**config.mk**
```make
export PLATFORM = sky130hd
export DESIGN_NAME = eda_task_fifo_reader_flat
export DESIGN_NICKNAME = d
export VERILOG_FILES = /design/src/rtl/eda_task_fifo_reader_pkg.sv /design/src/rtl/eda_task_fifo_reader_if.sv /design/src/rtl/eda_task_baud_tick.sv /design/src/rtl/eda_task_fifo_reader.sv /design/src/flat_wrapper.sv
export SDC_FILE = /design/constraint.sdc
export NUM_CORES = 1
export LEC_CHECK = 0
export BUFFER_PORTS_ARGS = -buffer_cell sky130_fd_sc_hd__buf_2
export CORE_ASPECT_RATIO = 0.8
export CORE_MARGIN = 3
export CORE_UTILIZATION = 25
export DETAILED_ROUTE_END_ITERATION = 16
export PLACE_DENSITY_LB_ADDON = 0.12
export SLEW_MARGIN = 30
export SYNTH_ARGS = -nofsm -noshare
export SYNTH_HDL_FRONTEND = slang
export SYNTH_SLANG_ARGS = --single-unit
```
**constraint.sdc**
```tcl
create_clock -name SYSCLK -period 3 [get_ports SYSCLK]
set_clock_uncertainty 0.2 [all_clocks]
set_input_delay 0.6 -clock SYSCLK [delete_from_list [all_inputs] [get_ports SYSCLK]]
set_output_delay 0.6 -clock SYSCLK [all_outputs]
set_load 0.01 [all_outputs]
```
**src/rtl/eda_task_fifo_reader_pkg.sv**
```systemverilog
// eda_task_fifo_reader_pkg: state encoding and line levels shared by the
// FIFO reader / serialiser. EDA_TASK_FIFO_READER_PARITY_EN inserts a PARITY
// state between DATA and STOP.
`timescale 1ns/1ps
package eda_task_fifo_reader_pkg;

  localparam int STATE_W = 3;

  localparam logic [STATE_W-1:0] S_IDLE   = 3'd0;
  localparam logic [STATE_W-1:0] S_POP    = 3'd1;
  localparam logic [STATE_W-1:0] S_LOAD   = 3'd2;
  localparam logic [STATE_W-1:0] S_START  = 3'd3;
  localparam logic [STATE_W-1:0] S_DATA   = 3'd4;
`ifdef EDA_TASK_FIFO_READER_PARITY_EN
  localparam logic [STATE_W-1:0] S_PARITY = 3'd5;
  localparam logic [STATE_W-1:0] S_STOP   = 3'd6;
`else
  localparam logic [STATE_W-1:0] S_STOP   = 3'd5;
`endif

  localparam logic TX_IDLE   = 1'b1;
  localparam logic START_BIT = 1'b0;
  localparam logic STOP_BIT  = 1'b1;

endpackage

```
**src/rtl/eda_task_fifo_reader_if.sv**
```systemverilog
// eda_task_fifo_reader_if: FIFO read port seen by the reader.
// Handshake: EMPTY=0 means a byte is available; RD_EN is a one-cycle pop
// request, and FIFO_OUT holds the popped byte from the edge that samples
// RD_EN high until the next pop.
`timescale 1ns/1ps
interface eda_task_fifo_reader_if #(parameter int DATA_W = 8);
  logic              RD_EN;
  logic [DATA_W-1:0] FIFO_OUT;
  logic              EMPTY;

  modport master (output RD_EN, input FIFO_OUT, input EMPTY);
  modport slave  (input RD_EN, output FIFO_OUT, output EMPTY);
endinterface

```
**src/rtl/eda_task_baud_tick.sv**
```systemverilog
// eda_task_baud_tick: counts CLKS_PER_BIT cycles per serial bit and flags the
// last cycle of each bit. Held at zero while clr is high so every bit of a
// frame starts from a fresh count.
`timescale 1ns/1ps
module eda_task_baud_tick
  import eda_task_fifo_reader_pkg::*;
#(
  parameter int CLKS_PER_BIT = 4
) (
  input  logic clk,
  input  logic rst,
  input  logic clr,
  output logic tick
);

  localparam int CNT_W = (CLKS_PER_BIT > 2) ? $clog2(CLKS_PER_BIT) : 1;
  localparam logic [CNT_W-1:0] CNT_LAST = CNT_W'(CLKS_PER_BIT - 1);

  logic [CNT_W-1:0] cnt;

  // Free-running 0..CLKS_PER_BIT-1 count while the FSM is inside a frame
  always_ff @(posedge clk) begin
    if (rst || clr) begin
      cnt <= '0;
    end else if (cnt == CNT_LAST) begin
      cnt <= '0;
    end else begin
      cnt <= cnt + 1'b1;
    end
  end

  assign tick = (cnt == CNT_LAST);

endmodule

```
**src/rtl/eda_task_fifo_reader.sv**
```systemverilog
// eda_task_fifo_reader: pops bytes from the FIFO read port and sends each as
// a start/data(LSB first)/stop frame on TX. Define
// EDA_TASK_FIFO_READER_PARITY_EN to add an even-parity bit before STOP.
// dbg_state exposes the FSM state register.
`timescale 1ns/1ps
module eda_task_fifo_reader
  import eda_task_fifo_reader_pkg::*;
#(
  parameter int CLKS_PER_BIT = 4,
  parameter int DATA_W       = 8
) (
  input  logic                   SYSCLK,
  input  logic                   RST,
  input  logic                   ENABLE,
  eda_task_fifo_reader_if.master fifo,
  output logic                   TX,
  output logic                   BUSY,
  output logic                   TX_DONE,
  output logic [STATE_W-1:0]     dbg_state
);

  localparam int BIT_W = $clog2(DATA_W + 1);
  localparam logic [BIT_W-1:0] BIT_LAST = BIT_W'(DATA_W - 1);

  logic [STATE_W-1:0] state;
  logic [DATA_W-1:0]  shreg;
  logic [BIT_W-1:0]   bit_cnt;
  logic               baud_clr;
  logic               baud_tick;
`ifdef EDA_TASK_FIFO_READER_PARITY_EN
  logic               parity;
`endif

  // The baud counter only runs while a bit is on the line
  assign baud_clr  = (state == S_IDLE) || (state == S_POP) || (state == S_LOAD);
  assign dbg_state = state;

  eda_task_baud_tick #(.CLKS_PER_BIT(CLKS_PER_BIT)) u_baud (
    .clk  (SYSCLK),
    .rst  (RST),
    .clr  (baud_clr),
    .tick (baud_tick)
  );

  // Frame FSM: pop, load, then shift bits out with all outputs registered
  always_ff @(posedge SYSCLK) begin
    if (RST) begin
      state      <= S_IDLE;
      fifo.RD_EN <= 1'b0;
      TX         <= TX_IDLE;
      BUSY       <= 1'b0;
      TX_DONE    <= 1'b0;
      bit_cnt    <= '0;
      shreg      <= '0;
`ifdef EDA_TASK_FIFO_READER_PARITY_EN
      parity     <= 1'b0;
`endif
    end else begin
      TX_DONE <= 1'b0;
      case (state)
        S_IDLE: begin
          if (ENABLE && !fifo.EMPTY) begin
            state      <= S_POP;
            fifo.RD_EN <= 1'b1;
            BUSY       <= 1'b1;
          end
        end
        S_POP: begin
          // The FIFO sees the pop at this edge; its data is valid next cycle
          fifo.RD_EN <= 1'b0;
          state      <= S_LOAD;
        end
        S_LOAD: begin
          shreg <= fifo.FIFO_OUT;
`ifdef EDA_TASK_FIFO_READER_PARITY_EN
          parity <= ^fifo.FIFO_OUT;
`endif
          TX    <= START_BIT;
          state <= S_START;
        end
        S_START: begin
          if (baud_tick) begin
            TX      <= shreg[0];
            shreg   <= shreg >> 1;
            bit_cnt <= '0;
            state   <= S_DATA;
          end
        end
        S_DATA: begin
          if (baud_tick) begin
            if (bit_cnt == BIT_LAST) begin
              bit_cnt <= '0;
`ifdef EDA_TASK_FIFO_READER_PARITY_EN
              TX    <= parity;
              state <= S_PARITY;
`else
              TX    <= STOP_BIT;
              state <= S_STOP;
`endif
            end else begin
              TX      <= shreg[0];
              shreg   <= shreg >> 1;
              bit_cnt <= bit_cnt + 1'b1;
            end
          end
        end
`ifdef EDA_TASK_FIFO_READER_PARITY_EN
        S_PARITY: begin
          if (baud_tick) begin
            TX    <= STOP_BIT;
            state <= S_STOP;
          end
        end
`endif
        S_STOP: begin
          if (baud_tick) begin
            TX      <= TX_IDLE;
            BUSY    <= 1'b0;
            TX_DONE <= 1'b1;
            state   <= S_IDLE;
          end
        end
        default: begin
          state      <= S_IDLE;
          fifo.RD_EN <= 1'b0;
          TX         <= TX_IDLE;
          BUSY       <= 1'b0;
        end
      endcase
    end
  end

endmodule

```
**src/flat_wrapper.sv**
```systemverilog
// flat-port wrapper written by rule: the top's interface ports become plain ports
module eda_task_fifo_reader_flat import eda_task_fifo_reader_pkg::*;
#(
  parameter int CLKS_PER_BIT = 4,
  parameter int DATA_W       = 8
)
  (SYSCLK, RST, ENABLE, TX, BUSY, TX_DONE, dbg_state, fifo_RD_EN, fifo_FIFO_OUT, fifo_EMPTY);
  eda_task_fifo_reader_if #(.DATA_W(DATA_W)) fifo_i ();
  input  logic SYSCLK;
  input  logic RST;
  input  logic ENABLE;
  output logic TX;
  output logic BUSY;
  output logic TX_DONE;
  output logic [STATE_W-1:0] dbg_state;
  output wire logic [$bits(fifo_i.RD_EN)-1:0] fifo_RD_EN;
  input wire logic [$bits(fifo_i.FIFO_OUT)-1:0] fifo_FIFO_OUT;
  input wire logic [$bits(fifo_i.EMPTY)-1:0] fifo_EMPTY;
  assign fifo_RD_EN = fifo_i.RD_EN;
  assign fifo_i.FIFO_OUT = fifo_FIFO_OUT;
  assign fifo_i.EMPTY = fifo_EMPTY;
  eda_task_fifo_reader #(.CLKS_PER_BIT(CLKS_PER_BIT), .DATA_W(DATA_W)) u_core (.SYSCLK(SYSCLK), .RST(RST), .ENABLE(ENABLE), .fifo(fifo_i), .TX(TX), .BUSY(BUSY), .TX_DONE(TX_DONE), .dbg_state(dbg_state));
endmodule
```
# Word-level counts from Yosys, hierarchy flattened
# Index checks and enable logic that the tools add are counted.
totals:
  reg_bits: 21
  out_inout_bits: 7
op_classes:
  addsub: 2
  eq_ne: 13
  mux: 24
  n_bitwise: 4
  reduce_logical: 19
op_table:
  columns: ["operator", "n"]
  rows:
  - ["$mux W8", 3]
  - ["$pmux W8 S3", 1]
  - ["$pmux W3 S6", 1]
  - ["$mux W3", 5]
  - ["$mux W4", 3]
  - ["$ne A2 B1 Y1 const B", 4]
  - ["$pmux W4 S2", 1]
  - ["$reduce_and A4 Y1", 2]
  - ["$reduce_or A4 Y1", 2]
  - ["$mux W1", 7]
  - ["$eq A3 B2 Y1 const B", 2]
  - ["$eq A3 B3 Y1 const B", 2]
  - ["$reduce_and A3 Y1", 2]
  - ["$reduce_or A2 Y1", 3]
  - ["$pmux W1 S5", 1]
  - ["$reduce_and A5 Y1", 1]
  - ["$add A4 B1 Y4 const B", 1]
  - ["$eq A4 B3 Y1 const B", 1]
  - ["$ne A2 B2 Y1 const B", 2]
  - ["$not A1 Y1", 4]
  - ["$eq A3 B1 Y1 const B", 1]
  - ["$logic_not A3 Y1", 1]
  - ["$logic_or A1 B1 Y1", 3]
  - ["$pmux W1 S3", 1]
  - ["other kinds (8)", 8]

# Longest topological paths before layout
depth:
  ltp_word: 5
  depth_mapped: 6
  depth_no_buf: 5

# Modules after synthesis
# Synthesis repeated with hierarchy kept, for this count alone.
unflattened:
  hier_cells: 130
  hier_area_um2: 1173.6
modules_own_cells:
  columns: ["mod", "instances", "cells_per_inst", "area_each_um2", "seq_area_each_um2"]
  rows:
  - ["eda_task_fifo_reader", 1, 125, 1093.5, 380.4]
  - ["eda_task_baud_tick", 1, 5, 80.1, 40.0]

# Least setup slack after synthesis
# Ideal clock, no wire load.
synth_path:
  path_kind: "register -> register"
  startpoint: "register u_core.bit_cnt[0]"
  endpoint: "register u_core.TX"
  setup_ns: 0.116
  arrival_ns: 1.377
  required_ns: 2.684
  path_slack_ns: 1.307
  path_stages_with_launch: 6
  period_less_slack_ns: 1.693
  path_cell_list: "dfxtp_1 -> ha_1 -> and3b_1 -> clkbuf_1 -> or3_1 -> a31o_2"
synth_between:
  elab_chain_cells: 4
synth_lines:
  columns: ["item", "line_no", "text"]
  rows:
  - ["from (decl)", "eda_task_fifo_reader.sv:27", "logic [BIT_W-1:0] bit_cnt;"]
  - ["from (signal assigned)", "eda_task_fifo_reader.sv:103", "bit_cnt <= bit_cnt + 1'b1;"]
  - ["$eq A4 B3 Y1", "eda_task_fifo_reader.sv:91", "if (bit_cnt == BIT_LAST) begin"]
  - ["$mux W1", "eda_task_fifo_reader.sv:91", null]
  - ["$mux W1", "eda_task_fifo_reader.sv:90", "if (baud_tick) begin"]
  - ["$pmux W1 S5", "eda_task_fifo_reader.sv:60", "case (state)"]
  - ["to (signal assigned)", "eda_task_fifo_reader.sv:83", "TX <= shreg[0];"]
  - ["to (signal assigned)", "eda_task_fifo_reader.sv:101", "TX <= shreg[0];"]
  - ["to (decl)", "eda_task_fifo_reader.sv:16", "output logic TX,"]
# Every way passes these cells. The select of a mux whose other input is x is not followed.
# A chain may end at the register's enable or synchronous reset.

# Worst setup path after layout
layout_path:
  startpoint: "register u_core.u_baud.cnt[0]"
  endpoint: "register u_core.shreg[6]"
layout_between:
  elab_chain_cells: 3
layout_lines:
  columns: ["item", "line_no", "text"]
  rows:
  - ["from (decl)", "eda_task_baud_tick.sv:19", "logic [CNT_W-1:0] cnt;"]
  - ["from (signal assigned)", "eda_task_baud_tick.sv:28", "cnt <= cnt + 1'b1;"]
  - ["$eq A2 B2 Y1 (*)", "eda_task_baud_tick.sv:32", "assign tick = (cnt == CNT_LAST);"]
  - ["net u_core.baud_tick", "eda_task_fifo_reader.sv:29", "logic baud_tick;"]
  - ["$ne A2 B1 Y1 (no source line)", null, null]
  - ["$reduce_and A4 Y1 (no source line) (*)", null, null]
  - ["to (signal assigned)", "eda_task_fifo_reader.sv:74", "shreg <= fifo.FIFO_OUT;"]
  - ["to (signal assigned)", "eda_task_fifo_reader.sv:84", "shreg <= shreg >> 1;"]
  - ["to (signal assigned)", "eda_task_fifo_reader.sv:102", "shreg <= shreg >> 1;"]
  - ["to (decl)", "eda_task_fifo_reader.sv:26", "logic [DATA_W-1:0] shreg;"]
# Mark *: on every way through the listed nets, which the timed path passes. The rest lies on a longest branch.

==> results_dict.tcl <==
set metrics [dict create \
    outcome "complete, no violations" \
    tightest_slew_ns 0.462 \
    avgRoutedWirePerCell_um 13.8 \
    fillerInstances 462 \
    post-route-util_pct 31.3 \
    hold_buffers 0 \
    vias_per_cell 5.07 \
    leakage_nw 0.570 \
    yosys_register_bits 21 \
    register_area_um2 420 \
    cts_max_path_buffers 2 \
    fin_cells 215 \
    grt_pass1_vias 1009 \
    syn_area_um2 1170 \
    grt_overflow 0 \
    crit_path_end_kind "flop" \
    cp_max_fo 14 \
    maxCapViolations 0 \
    multiInputGateArea_um2 679 \
    fin_crit_ns 2.19 \
    dieArea_um2 5540 \
    core_area_um2 4340 \
    port_buffers 18 \
    whs_path_depth 1 \
    syn_nets 158 \
    cp.arrival_ns 2.17 \
    drt.antenna.violating_nets 0 \
    setup_ws_ns 0.810 \
    maxSlewHeadroom_pct 69.2 \
    fp.dieW_um 82.5 \
    die_y_um 67.2 \
    cts_max_level 1 \
    grt_usage_pct 11.7 \
    hold_violations 0 \
    clk_pin_slew_worst_paths_ns 0.08 \
    rows 21 \
    dr_total_vias 1091 \
    dp_slack_ns 0.841 \
    cts_root_buf "clkbuf_8" \
    min_path_type "reg -> reg" \
    clkLatencyLatePin_ns 0.26 \
    cts_setup_buffers 0 \
    gp_congestion 0.865 \
    avgSynthCellArea_um2 8.12 \
    post_cts_resized 0 \
    area_growth_pct 15.8 \
    ys_seq_area_share_pct 35.9 \
    fmax_ghz 0.457 \
    cp.required_ns 2.98 \
    grt_max_degree 18 \
    nets 173 \
    dp_hpwl_um 2140 \
    drcViolationCount 0 \
    yosysUniqueCellTypes 39 \
    critPathKind "reg -> reg" \
    slew_violations 0 \
    dr.pass1.iters 4 \
    drt_iter0_markers 96 \
    antenna-diode-count 0 \
    synthCells 144 \
    wirelength_um 2970 \
    cp-start-kind "flop" \
    grt_setup_unrepaired "no" \
    cts_made_buffers 3 \
    power-per-cell-area_nw_per_um2 438 \
    cts_sinks 21 \
    antenna_found_initial 0 \
    vdd_drop_max_mv 0.246 \
    rr_worst_depth 5 \
    finalCritPeriodShare_pct 73.0 \
    grt_pass1_wl_um 5030 \
    drive_gt1_share_pct 18.4 \
    ios 19 \
    yosys_warnings 0 \
    placedCellCount 211 \
    setup_tns_ns 0 \
    cts_tree "built" \
    setup_viol 0 \
    start_util_pct 27.0 \
]
==> cells by family after synthesis <==
| family | synth area share (%) |
|---|---|
| AOI/OAI and AO/OA | 26.8 |
| DFF | 35.9 |
| and+or+nand+nor | 25.7 |
| adders and majority gates | 2.14 |
| buffers and inverters | 5.99 |
| muxes | 3.42 |
==> area by class of cell <==
| class | count | area share (%) |
|---|---|---|
| inverter | 4 | 1.11 |
| clock buffer | 3 | 3.05 |
| clock inverter | 1 | 0.554 |
| multi-input combinational | 107 | 50.1 |
| timing repair buffer | 22 | 8.86 |
| sequential | 21 | 31.0 |
| tap | 57 | 5.26 |
==> critical path, cell delays in order, from the launching register on <==
cell	delay (ns)
dfxtp_1	0.34
ha_1	0.45
nand4bb_1	0.37
o2bb2ai_2	0.47
nor2_1	0.08
a211oi_1	0.21
==> cell usage in the layout, fill, tap and decap left out, drive strengths merged, types with 3 or more instances in the layout <==
master	count
o21ai	12
clkbuf	3
nor2b	7
mux2i	4
nor2	14
a211oi	4
dfxtp	21
nor3	10
buf	22
o22ai	4
nand2b	3
nand2	3
and3	4
a21oi	12
a41o	4
inv	4
==> sequential cells by signal, summed over array words and instances (netlist names) <==
signal / cells
u_core.shreg: 8
u_core.bit_cnt: 4
u_core.dbg_state: 3
u_core.u_baud.cnt: 2
u_core.BUSY: 1
u_core.TX: 1
u_core.TX_DONE: 1
u_core.fifo.RD_EN: 1
==> through the flow <==
step           area (um2)  hold slack [ns]  power, W
6_report             1360            0.240  0.000593
5_1_grt              1360            0.259  0.000625
4_1_cts              1360            0.243  0.000604
3_5_place_dp         1310            0.230  0.000405
3_3_place_gp         1310            0.214  0.000404
2_1_floorplan        1170            0.208  0.000374
==> final timing paths <==
check	from	to	slack [ns]
worst max-delay path	u_core.u_baud.cnt[0]	u_core.shreg[6]	0.81
worst min-delay path	u_core.u_baud.cnt[0]	u_core.u_baud.cnt[0]	0.24
worst max register to register	u_core.u_baud.cnt[0]	u_core.shreg[6]	0.81
worst min register to register	u_core.u_baud.cnt[0]	u_core.u_baud.cnt[0]	0.24
==> layer usage <==
| metal | vias up | global-route usage [%] | share of wire [%] |
|---|---|---|---|
| met1 | 508 | 17.4 | 53 |
| met5 | - | 0 | 0 |
| li1 | 561 | - | - |
| met2 | 20 | 16.4 | 42 |
| met4 | 0 | 2.90 | 0.61 |
| met3 | 2 | 3.33 | 4.1 |
==> power breakdown <==
| group | switching, W | internal [W] | total, W |
|---|---|---|---|
| logic | 0.0000537 | 0.0000434 | 0.0000970 |
| registers | 0.0000105 | 0.000291 | 0.000302 |
| clock network | 0.000101 | 0.0000938 | 0.000195 |
| total | 0.000165 | 0.000428 | 0.000593 |
==> synth_stat cells (all sizes together) <==
| library cell | number | share of area [%] |
|---|---|---|
| o21ai | 12 | 5.1 |
| and3b | 2 | 1.5 |
| nor4b | 1 | 0.75 |
| and2b | 1 | 0.64 |
| a31oi | 1 | 0.54 |
| a41o | 4 | 3.4 |
| a2bb2oi | 2 | 1.5 |
| or3 | 1 | 0.54 |
| nand2b | 3 | 1.6 |
| nor2 | 14 | 4.7 |
| a31o | 1 | 0.75 |
| a2111oi | 1 | 0.75 |
| mux2i | 4 | 3.4 |
| a32oi | 2 | 1.5 |
| nand3 | 2 | 0.86 |
| o31ai | 1 | 0.64 |
| nand4bb | 1 | 0.96 |
| buf | 6 | 2.7 |
| nor2b | 7 | 3.7 |
| o32a | 1 | 0.86 |
| ha | 2 | 2.1 |
| inv | 4 | 1.3 |
| and3 | 4 | 2.1 |
| o21bai | 1 | 0.64 |
| or4 | 1 | 0.64 |
| a211oi | 4 | 2.6 |
| nand2 | 3 | 0.96 |
| nor4 | 2 | 1.1 |
| nor3 | 10 | 4.3 |
| o2bb2ai | 1 | 1.3 |
| nor3b | 2 | 1.3 |
| a21oi | 12 | 5.1 |
| o22ai | 4 | 2.1 |
| dfxtp | 21 | 36 |
| clkbuf | 6 | 2.0 |
No activity file was read; power rests on OpenSTA's default activity.
